--- config.mk ---
export PLATFORM = sky130hd
export DESIGN_NAME = ps2_dev_tx
export DESIGN_NICKNAME = d
export VERILOG_FILES = /design/src/rtl/ps2_dev_pkg.sv /design/src/rtl/ps2_tx_fifo.sv /design/src/rtl/ps2_dev_tx.sv
export SDC_FILE = /design/constraint.sdc
export NUM_CORES = 1
export LEC_CHECK = 0
export CAP_MARGIN = 25
export CORE_MARGIN = 5
export CORE_UTILIZATION = 59
export DETAILED_ROUTE_END_ITERATION = 8
export GPL_TIMING_DRIVEN = 0
export PLACE_DENSITY = 0.91
export SLEW_MARGIN = 5
export SYNTH_ARGS = -nofsm -noshare
export SYNTH_HDL_FRONTEND = slang
export SYNTH_HIERARCHICAL = 1
export SYNTH_SLANG_ARGS = --single-unit
export TNS_END_PERCENT = 50
--- constraint.sdc ---
create_clock -name clk_i -period 7.6 [get_ports clk_i]
set_clock_uncertainty 0.2 [all_clocks]
set_input_delay 1.9 -clock clk_i [delete_from_list [all_inputs] [get_ports clk_i]]
set_output_delay 1.9 -clock clk_i [all_outputs]
set_load 0.01 [all_outputs]
--- src/rtl/ps2_dev_pkg.sv ---
// Shared definitions for the PS/2 device-side transmitter.
package ps2_dev_pkg;

    typedef enum logic [2:0] {
        ST_IDLE,
        ST_BIT_HI,
        ST_BIT_LO,
        ST_HOLD,
        ST_GAP
    } state_e;

    localparam int         FRAME_BITS = 11;
    localparam logic [3:0] STOP_IDX   = 4'(FRAME_BITS - 1);

    // Parity bit that makes data plus parity carry an odd number of ones.
    function automatic logic odd_parity(input logic [7:0] b);
        return ~^b;
    endfunction

    // Frame as shifted out from bit 0: start, data LSB first, parity, stop.
    function automatic logic [FRAME_BITS-1:0] make_frame(input logic [7:0] b);
        return {1'b1, odd_parity(b), b, 1'b0};
    endfunction

endpackage

--- src/rtl/ps2_tx_fifo.sv ---
// Small synchronous byte FIFO; push is refused while full, read data is
// presented combinationally from the head entry.
module ps2_tx_fifo
    import ps2_dev_pkg::*;
#(
    parameter int WIDTH = 8,
    parameter int DEPTH = 4,
    parameter int LW    = $clog2(DEPTH) + 1
) (
    input  logic             clk_i,
    input  logic             rst_i,
    input  logic             push_i,
    input  logic [WIDTH-1:0] din_i,
    input  logic             pop_i,
    output logic [WIDTH-1:0] dout_o,
    output logic             full_o,
    output logic             empty_o,
    output logic [LW-1:0]    level_o
);
    localparam int AW = $clog2(DEPTH);

    logic [WIDTH-1:0] mem_q [DEPTH];
    logic [AW-1:0]    wr_ptr_q, rd_ptr_q;
    logic [LW-1:0]    cnt_q;
    logic             do_push, do_pop;

    assign full_o  = (cnt_q == LW'(DEPTH));
    assign empty_o = (cnt_q == '0);
    // Push is judged against fullness before any same-cycle pop.
    assign do_push = push_i && !full_o;
    assign do_pop  = pop_i && !empty_o;
    assign dout_o  = mem_q[rd_ptr_q];
    assign level_o = cnt_q;

    // Storage writes; contents need no reset since the count guards reads.
    always_ff @(posedge clk_i) begin
        if (do_push) mem_q[wr_ptr_q] <= din_i;
    end

    // Pointers and occupancy; pointers wrap naturally (DEPTH is a power of two).
    always_ff @(posedge clk_i) begin
        if (rst_i) begin
            wr_ptr_q <= '0;
            rd_ptr_q <= '0;
            cnt_q    <= '0;
        end else begin
            if (do_push) wr_ptr_q <= wr_ptr_q + 1'b1;
            if (do_pop)  rd_ptr_q <= rd_ptr_q + 1'b1;
            case ({do_push, do_pop})
                2'b10:   cnt_q <= cnt_q + 1'b1;
                2'b01:   cnt_q <= cnt_q - 1'b1;
                default: cnt_q <= cnt_q;
            endcase
        end
    end

endmodule

--- src/rtl/ps2_dev_tx.sv ---
// PS/2 device-side transmitter: queues bytes and serializes each as an
// 11-bit device-to-host frame, with host-inhibit abort and retransmit.
module ps2_dev_tx
    import ps2_dev_pkg::*;
#(
    parameter int HALF_PERIOD = 2000,
    parameter int GAP_CYCLES  = 4000,
    parameter int FIFO_DEPTH  = 4
) (
    input  logic                         clk_i,
    input  logic                         rst_i,
    input  logic [7:0]                   data_i,
    input  logic                         valid_i,
    output logic                         ready_o,
    input  logic                         inhibit_i,
    output logic                         ps2_clk_o,
    output logic                         ps2_dat_o,
    output logic                         busy_o,
    output logic                         done_o,
    output logic [$clog2(FIFO_DEPTH):0]  level_o
);
    localparam int LW   = $clog2(FIFO_DEPTH) + 1;
    localparam int MAXC = (HALF_PERIOD > GAP_CYCLES) ? HALF_PERIOD : GAP_CYCLES;
    localparam int DW   = $clog2(MAXC);
    localparam logic [DW-1:0] HP_LAST  = DW'(HALF_PERIOD - 1);
    localparam logic [DW-1:0] GAP_LAST = DW'(GAP_CYCLES - 1);

    state_e                  state_q;
    logic [DW-1:0]           div_q;
    logic [3:0]              bit_idx_q;
    logic [FRAME_BITS-1:0]   frame_q;
    logic                    retry_q;
    logic                    clk_q, dat_q, busy_q, done_q;

    logic [7:0]              fifo_dout;
    logic                    fifo_full, fifo_empty, fifo_pop;
    logic                    start_ok, launch, abort, half_end;

    ps2_tx_fifo #(.WIDTH(8), .DEPTH(FIFO_DEPTH), .LW(LW)) u_fifo (
        .clk_i   (clk_i),
        .rst_i   (rst_i),
        .push_i  (valid_i),
        .din_i   (data_i),
        .pop_i   (fifo_pop),
        .dout_o  (fifo_dout),
        .full_o  (fifo_full),
        .empty_o (fifo_empty),
        .level_o (level_o)
    );

    assign ready_o   = !fifo_full;
    assign ps2_clk_o = clk_q;
    assign ps2_dat_o = dat_q;
    assign busy_o    = busy_q;
    assign done_o    = done_q;

    // Start decisions: a frame may start from IDLE or straight out of the last
    // gap cycle, so the line stays high for exactly GAP_CYCLES between frames.
    always_comb begin
        start_ok = !inhibit_i && (retry_q || !fifo_empty);
        launch   = start_ok && ((state_q == ST_IDLE) ||
                                (state_q == ST_GAP && div_q == GAP_LAST));
        fifo_pop = launch && !retry_q;
        abort    = inhibit_i && (bit_idx_q != STOP_IDX) &&
                   (state_q == ST_BIT_HI || state_q == ST_BIT_LO);
        half_end = (div_q == HP_LAST);
    end

    // Frame FSM with registered line outputs; div_q reloads on every transition.
    always_ff @(posedge clk_i) begin
        if (rst_i) begin
            state_q   <= ST_IDLE;
            div_q     <= '0;
            bit_idx_q <= '0;
            frame_q   <= '1;
            retry_q   <= 1'b0;
            clk_q     <= 1'b1;
            dat_q     <= 1'b1;
            busy_q    <= 1'b0;
            done_q    <= 1'b0;
        end else begin
            done_q <= 1'b0;
            div_q  <= div_q + 1'b1;
            if (launch) begin
                // A retry re-sends the retained frame without touching the FIFO.
                if (!retry_q) frame_q <= make_frame(fifo_dout);
                retry_q   <= 1'b0;
                bit_idx_q <= '0;
                state_q   <= ST_BIT_HI;
                div_q     <= '0;
                clk_q     <= 1'b1;
                dat_q     <= 1'b0;
                busy_q    <= 1'b1;
            end else if (abort) begin
                state_q <= ST_HOLD;
                div_q   <= '0;
                clk_q   <= 1'b1;
                dat_q   <= 1'b1;
                retry_q <= 1'b1;
            end else begin
                case (state_q)
                    ST_BIT_HI: if (half_end) begin
                        state_q <= ST_BIT_LO;
                        div_q   <= '0;
                        clk_q   <= 1'b0;
                    end
                    ST_BIT_LO: if (half_end) begin
                        div_q <= '0;
                        clk_q <= 1'b1;
                        if (bit_idx_q == STOP_IDX) begin
                            state_q <= ST_GAP;
                            done_q  <= 1'b1;
                            dat_q   <= 1'b1;
                        end else begin
                            state_q   <= ST_BIT_HI;
                            bit_idx_q <= bit_idx_q + 4'd1;
                            dat_q     <= frame_q[bit_idx_q + 4'd1];
                        end
                    end
                    ST_HOLD: if (!inhibit_i) begin
                        state_q <= ST_GAP;
                        div_q   <= '0;
                    end
                    ST_GAP: if (div_q == GAP_LAST) begin
                        state_q <= ST_IDLE;
                        div_q   <= '0;
                        busy_q  <= 1'b0;
                    end
                    default: div_q <= '0;
                endcase
            end
        end
    end

endmodule

==> results of run 1 <==
==> path summary, 6_finish.rpt <==
check                                 from                 to  cells after the start
worst min register to register  frame_q[0]         frame_q[0]                      2
worst min-delay path            frame_q[0]         frame_q[0]                      2
worst max register to register    div_q[8]  u_fifo/level_o[2]                     13
worst max-delay path             inhibit_i  u_fifo/level_o[2]                     13
==> metal layers <==
metal	part of all wire (%)	GRT usage, %
met2	52	31.8
met5	0	0
met3	4.9	5.28
met4	1.5	6.76
met1	42	19.9
==> stage by stage <==
stage	setup WS, ns	utilization [%]	total power [µW]	cells
floorplan	3.17	-	727	286
global placement	2.43	65.9	795	377
detailed placement	2.39	65.9	808	377
CTS	2.73	68.8	1060	393
global route	2.58	68.8	1120	393
finish	2.73	68.8	1050	393
==> state kept, by name (all words and copies together) (netlist names), 2 cells and up, named ones only <==
register         cells
u_fifo/level_o       3
div_q               12
u_fifo/mem_q        32
u_fifo/wr_ptr_q      2
state_q              3
u_fifo/rd_ptr_q      2
bit_idx_q            4
frame_q             10
==> cells by family (layout without fill, tap and decap cells) <==
family	Yosys count	in the layout	synth area share (%)
AOI/OAI and AO/OA	37	37	7.28
muxes	21	21	9.99
DFF	75	75	54.1
xor gates and xnor gates	25	25	6.50
buffers and inverters	28	63	3.42
and+or+nand+nor	91	91	15.2
adders and majority gates	9	9	3.56
==> critical path, cell delays in order <==
cell             delay (ns)
clkdlybuf4s50_1        0.50
a2111oi_0              0.53
nand3_1                0.26
buf_2                  0.27
inv_1                  0.12
o31ai_2                0.09
inv_1                  0.08
ha_1                   0.18
inv_1                  0.06
fa_1                   0.37
xor2_1                 0.16
or3_1                  0.30
a21oi_1                0.14
==> layout by cell type (no fill, tap or decap), types with 5 or more instances in the layout <==
master / netlist / routed
dfxtp_1: 43 / 43
edfxtp_1: 32 / 32
nor2_1: 26 / 26
nand2_1: 21 / 21
clkdlybuf4s50_1: 0 / 19
inv_1: 18 / 18
xnor2_1: 14 / 14
xor2_1: 11 / 11
mux2i_1: 10 / 10
mux4_2: 10 / 10
o21ai_0: 9 / 9
a21oi_1: 9 / 9
clkbuf_8: 0 / 9
ha_1: 8 / 8
nand3_1: 7 / 7
buf_2: 5 / 5
or3_1: 5 / 5
==> power by group through the flow <==
stage	Combinational, µW	Clock, µW	Sequential (µW)
global route	330	279	509
global placement	287	0	508
finish	296	256	502
CTS	298	264	503
floorplan	219	0	507
detailed placement	296	0	512
==> cell type report <==
| class | instances | area (µm²) | share of cell area, % |
|---|---|---|---|
| buffer | 10 | 47.5 | 1.25 |
| clock buffer | 11 | 131 | 3.45 |
| clock inverter | 5 | 28.8 | 0.755 |
| inverter | 18 | 67.6 | 1.77 |
| multi-input combinational | 183 | 1430 | 37.6 |
| sequential | 75 | 1820 | 47.8 |
| tap | 72 | 90.1 | 2.36 |
| timing repair buffer | 19 | 190 | 4.99 |
==> summary.txt, run 1 <==
Die width - 85.6 µm
Total track usage - 17.8%
Max_slew headroom - 64.7%
Biggest area consumer among synthesized cells - edfxtp_1
Final hold viol count - 0
Most common library cells after synthesis - dfxtp_1, edfxtp_1, nor2_1, nand2_1, inv_1
Max Clk Rate - 0.205 GHz
Detailed Route Iter0 Violations - 90
Max-cap violations - 0
H-tree depth - 3
CTS root buf - clkbuf_8
Clock tree buffer depth - 2
Final setup viols - 0
Async SR Flop Fraction - 0%
WL final - 5.76 mm
Post-Syn Instances - 286
Crit Path Class - input port to flip-flop
Area grow syn2layout - 13.1%
Via count - 2219
Slew Viols, Final - 0
Wire per inst - 14.6 µm
Post-synth top flop - dfxtp_1
Crit-path max FO - 10
Startpoint types - input port
CTS tree - built
Peak supply drop - 0.000156 V
Synth top area share - 28.5%
Die Y - 85.6 µm
Outcome - completed
Initial antenna violation count - 0
Switch Pwr - 327 µW
Vias per cell - 5.65
Post-DP Area - 0.00365 mm²
Clock power share - 24.3%
Min-delay worst type - flip-flop to flip-flop
Post-DRT Antenna Nets - 0
Worst Path Arrival - 4.95 ns
# rows - 27
Count leader, synth - dfxtp_1
Comb pwr share - 28.1%
Gates resized, CTS repair - 0
Total grt overflow - 0
Fin crit period - 4.87 ns
Total setup buffers inserted after CTS - 0
CTS Hold Buffers Added - 0
CTS sink count - 75
DRC - 0
Largest net degree at the start of global routing - 13
Fillers - 383
Synth unique cells - 55
Fin area - 0.00381 mm²
Total Die Area - 0.00732 mm²
Final nets - 337
Drt pass-1 iters - 4
First-pass GRT wire length - 10.2 mm
Final hold slack - 0.252 ns
Leakage - 0.00138 µW
Syn_nets - 307
Clk slew on worst S/H paths - 0.08 ns
Worst-margin pin slew - 0.515 ns
Clock network latency to the later pin of the worst-skew pair - 0.34 ns
Post-detail-place hpwl - 4.19 mm
PortBufs - 19
Fraction of layout cells with a size suffix above 1 - 11.5%
Sequential area share after synthesis - 54.1%
CORE AREA - 0.00554 mm²
Vias in the first global route - 2212
Flop and latch count out of synthesis - 75
IO Pins - 20
Fin crit share - 64.1%
Post-synthesis cell area - 0.00337 mm²
GPL Wtd Cong - 0.835
Effective utilization at floorplan - 60.8%
Critical Path End Type - flip-flop
Cts bufs inserted - 9
Net Sw Frac - 31.0%
Pwr/cell area - 277 mW/mm²
Average cell area after synthesis - 11.8 µm²
Sum of negative setup slack - 0 ns
Int Pwr - 727 µW
Yosys warning total - 6
Worst EP required - 7.68 ns
EDFF count, synth - 32
R2r setup slk - 4.15 ns
Antenna Cells - 0
Sequential share of power - 47.6%
Unrepaired setup endpoints after global routing - no
Synth area leaders - edfxtp_1, dfxtp_1, mux4_2, xnor2_1, ha_1
No activity file was read; power rests on OpenSTA's default activity.
==> run 2, diff against run 1 <==
CORE_UTILIZATION = 53   (was 59)
PLACE_DENSITY = 0.87   (was 0.91)
clock period = 4.1 ns   (was 7.6 ns; I/O delays follow)
==> run 2 against run 1 <==
Clock power rose by 150%; via count fell by 1.1%; worst setup slack got worse by 2.6 ns; sequential power rose by 85%; first-iteration DRC count rose by 16%; global-route usage fell by 3.0 points; critical path depth did not move; register-to-register slack got worse by 3.5 ns; clock-buffer cell count fell by 2; critical path type unchanged; highest routed layer unchanged.
==> summary.txt, run 2 (synthesis results as in run 1) <==
Final hold viol count - 0 (unchanged)
Clock tree buffer depth - 2 (unchanged)
Antenna Cells - 0 (unchanged)
Worst r2r dst - u_fifo/level_o[2] (unchanged)
Hold path startpoint - div_q[0] (was frame_q[0])
Area grow syn2layout - 15.2% (was 13.1%)
Cts bufs inserted - 9 (unchanged)
Initial antenna violation count - 0 (unchanged)
PortBufs - 19 (unchanged)
Fraction of layout cells with a size suffix above 1 - 12.5% (was 11.5%)
CTS sink count - 75 (unchanged)
Die Y - 89.7 µm (was 85.6 µm)
Comb pwr share - 26.1% (was 28.1%)
Max_slew headroom - 66.2% (was 64.7%)
Total setup buffers inserted after CTS - 0 (unchanged)
R2r setup slk - 0.66 ns (was 4.15 ns)
IO Pins - 20 (unchanged)
Fillers - 500 (was 383)
Fin crit period - 3.93 ns
Worst setup path startpoint - inhibit_i (unchanged)
Final hold slack - 0.256 ns (was 0.252 ns)
Critical Path End Type - flip-flop (unchanged)
# rows - 29 (was 27)
Via count - 2194 (was 2219)
Largest registers - u_fifo/mem_q (32), div_q (12), frame_q (10) (unchanged)
Worst Path Arrival - 4.01 ns (was 4.95 ns)
H-tree depth - 3 (unchanged)
Pwr/cell area - 544 mW/mm² (was 277 mW/mm²)
Vias in the first global route - 2140 (was 2212)
Final setup viols - 0 (unchanged)
Outcome - completed (unchanged)
CTS tree - built (unchanged)
Clk slew on worst S/H paths - 0.08 ns (about the same)
Wire per inst - 14.4 µm (was 14.6 µm)
Clock power share - 29.8% (was 24.3%)
Max reg flops - 32 (unchanged)
Unrepaired setup endpoints after global routing - no (unchanged)
Final nets - 337 (unchanged)
Hold depth - 1 (was 2)
Post-DRT Antenna Nets - 0 (unchanged)
Total grt overflow - 0 (unchanged)
Post-detail-place hpwl - 4.16 mm (was 4.19 mm)
Sequential share of power - 44.1% (was 47.6%)
Worst EP required - 4.18 ns (was 7.68 ns)
Net Sw Frac - 29.9% (was 31.0%)
Drt pass-1 iters - 4 (unchanged)
Max-cap violations - 0 (unchanged)
Detailed Route Iter0 Violations - 104 (was 90)
DRC - 0 (unchanged)
Crit Path Class - input port to flip-flop (unchanged)
Hold Path Sink - div_q[0] (was frame_q[0])
WL final - 5.72 mm (was 5.76 mm)
Vias per cell - 5.51 (was 5.65)
Fin crit share - 95.9%
Total track usage - 14.7% (was 17.8%)
R2r worst-path depth - 14 (was 13)
Peak supply drop - 0.000418 V (was 0.000156 V)
GPL Wtd Cong - 0.842 (was 0.835)
CORE AREA - 0.00628 mm² (was 0.00554 mm²)
Max Clk Rate - 0.254 GHz
R2r startpoint - div_q[0] (was div_q[8])
Startpoint types - input port (unchanged)
Commonest cells after routing, fill and taps aside - dfxtp_1, edfxtp_1, nor2_1, nand2_1, clkdlybuf4s50_1 (unchanged)
Min-delay worst type - flip-flop to flip-flop (unchanged)
Switch Pwr - 630 µW (was 327 µW)
First-pass GRT wire length - 9.59 mm (was 10.2 mm)
Int Pwr - 1480 µW (was 727 µW)
CTS root buf - clkbuf_8 (unchanged)
Die width - 89.7 µm (was 85.6 µm)
Largest Register - u_fifo/mem_q (unchanged)
Crit-path max FO - 10 (unchanged)
Largest net degree at the start of global routing - 15 (was 13)
Worst-margin pin slew - 0.507 ns (was 0.515 ns)
Clock network latency to the later pin of the worst-skew pair - 0.35 ns (was 0.34 ns)
Effective utilization at floorplan - 53.7% (was 60.8%)
Most common cell after layout, fill and taps aside - dfxtp_1 (unchanged)
Sum of negative setup slack - 0 ns (unchanged)
Leakage - 0.00142 µW (was 0.00138 µW)
Total Die Area - 0.00805 mm² (was 0.00732 mm²)
Slew Viols, Final - 0 (unchanged)
## run 2: cell types whose count changed in the layout (fill, tap and decap cells not counted), sizes merged
cell,before,now
bufinv,0,2
clkbuf,13,11
clkinvlp,1,0
inv,19,20
## run 2: worst max-delay path by stage
stage,end,slack (ns),cells after the start
after floorplan,u_fifo/level_o[2],0.54,12
after global placement,u_fifo/level_o[2],-0.15,13
after detailed placement,u_fifo/level_o[2],-0.30,13
after CTS,u_fifo/level_o[2],0.1,13
after global routing,u_fifo/level_o[2],0.00009,13
final,u_fifo/level_o[2],0.17,13
## run 2: critical path, stage by stage
cell and delay [ns]:
clkdlybuf4s50_1 0.50, a2111oi_1 0.50, nand3_1 0.25, buf_2 0.27
inv_1 0.11, o31ai_2 0.09, inv_1 0.07, ha_1 0.16
inv_1 0.06, fa_1 0.38, xor2_1 0.16, or3_1 0.30
a21oi_1 0.14
## run 2: cell type report
cell class	instances	area (µm²)	share of cell area (%)
well taps	77	96.3	2.48
multi-input cells	183	1430	37.0
inverters	18	67.6	1.74
repair buffers	19	190	4.90
flip-flops and latches	75	1820	47.0
plain buffers	10	47.5	1.23
clock inverters	7	98.8	2.55
clock buffers	9	124	3.19
## run 2: per-stage QoR
| stage | area [µm²] | setup WS [ns] | util [%] | std cells | total power [µW] |
|---|---|---|---|---|---|
| global route | 3880 | 0.0000919 | 61.8 | 398 | 2230 |
| global placement | 3660 | -0.147 | 58.2 | 382 | 1480 |
| CTS | 3880 | 0.0953 | 61.8 | 398 | 2130 |
| finish | 3880 | 0.167 | 61.8 | 398 | 2110 |
| floorplan | 3370 | 0.543 | - | 286 | 1350 |
| detailed placement | 3660 | -0.305 | 58.2 | 382 | 1500 |
## run 2: power by group through the flow
stage,Sequential [µW],Combinational [µW],Clock [µW]
after detailed placement,947,549,0
final,929,551,629
after floorplan,941,407,0
after global routing,941,609,675
after global placement,942,533,0
after CTS,931,554,643
## run 2: repair_timing
item	CTS	global route
hold buffers	0	0
endpoints found under the setup margin	0	1
resized for setup	0	1
## run 2: per-layer routing
metal / wire length, µm / global-route usage, % / up-vias / share of wire, %
met4: 131 / 7.56 / 0 / 2.3
met5: 0 / 0 / - / 0
met2: 2860 / 25.4 / 43 / 50
li1: - / - / 1092 / -
met3: 266 / 4.17 / 14 / 4.7
met1: 2460 / 16.5 / 1045 / 43
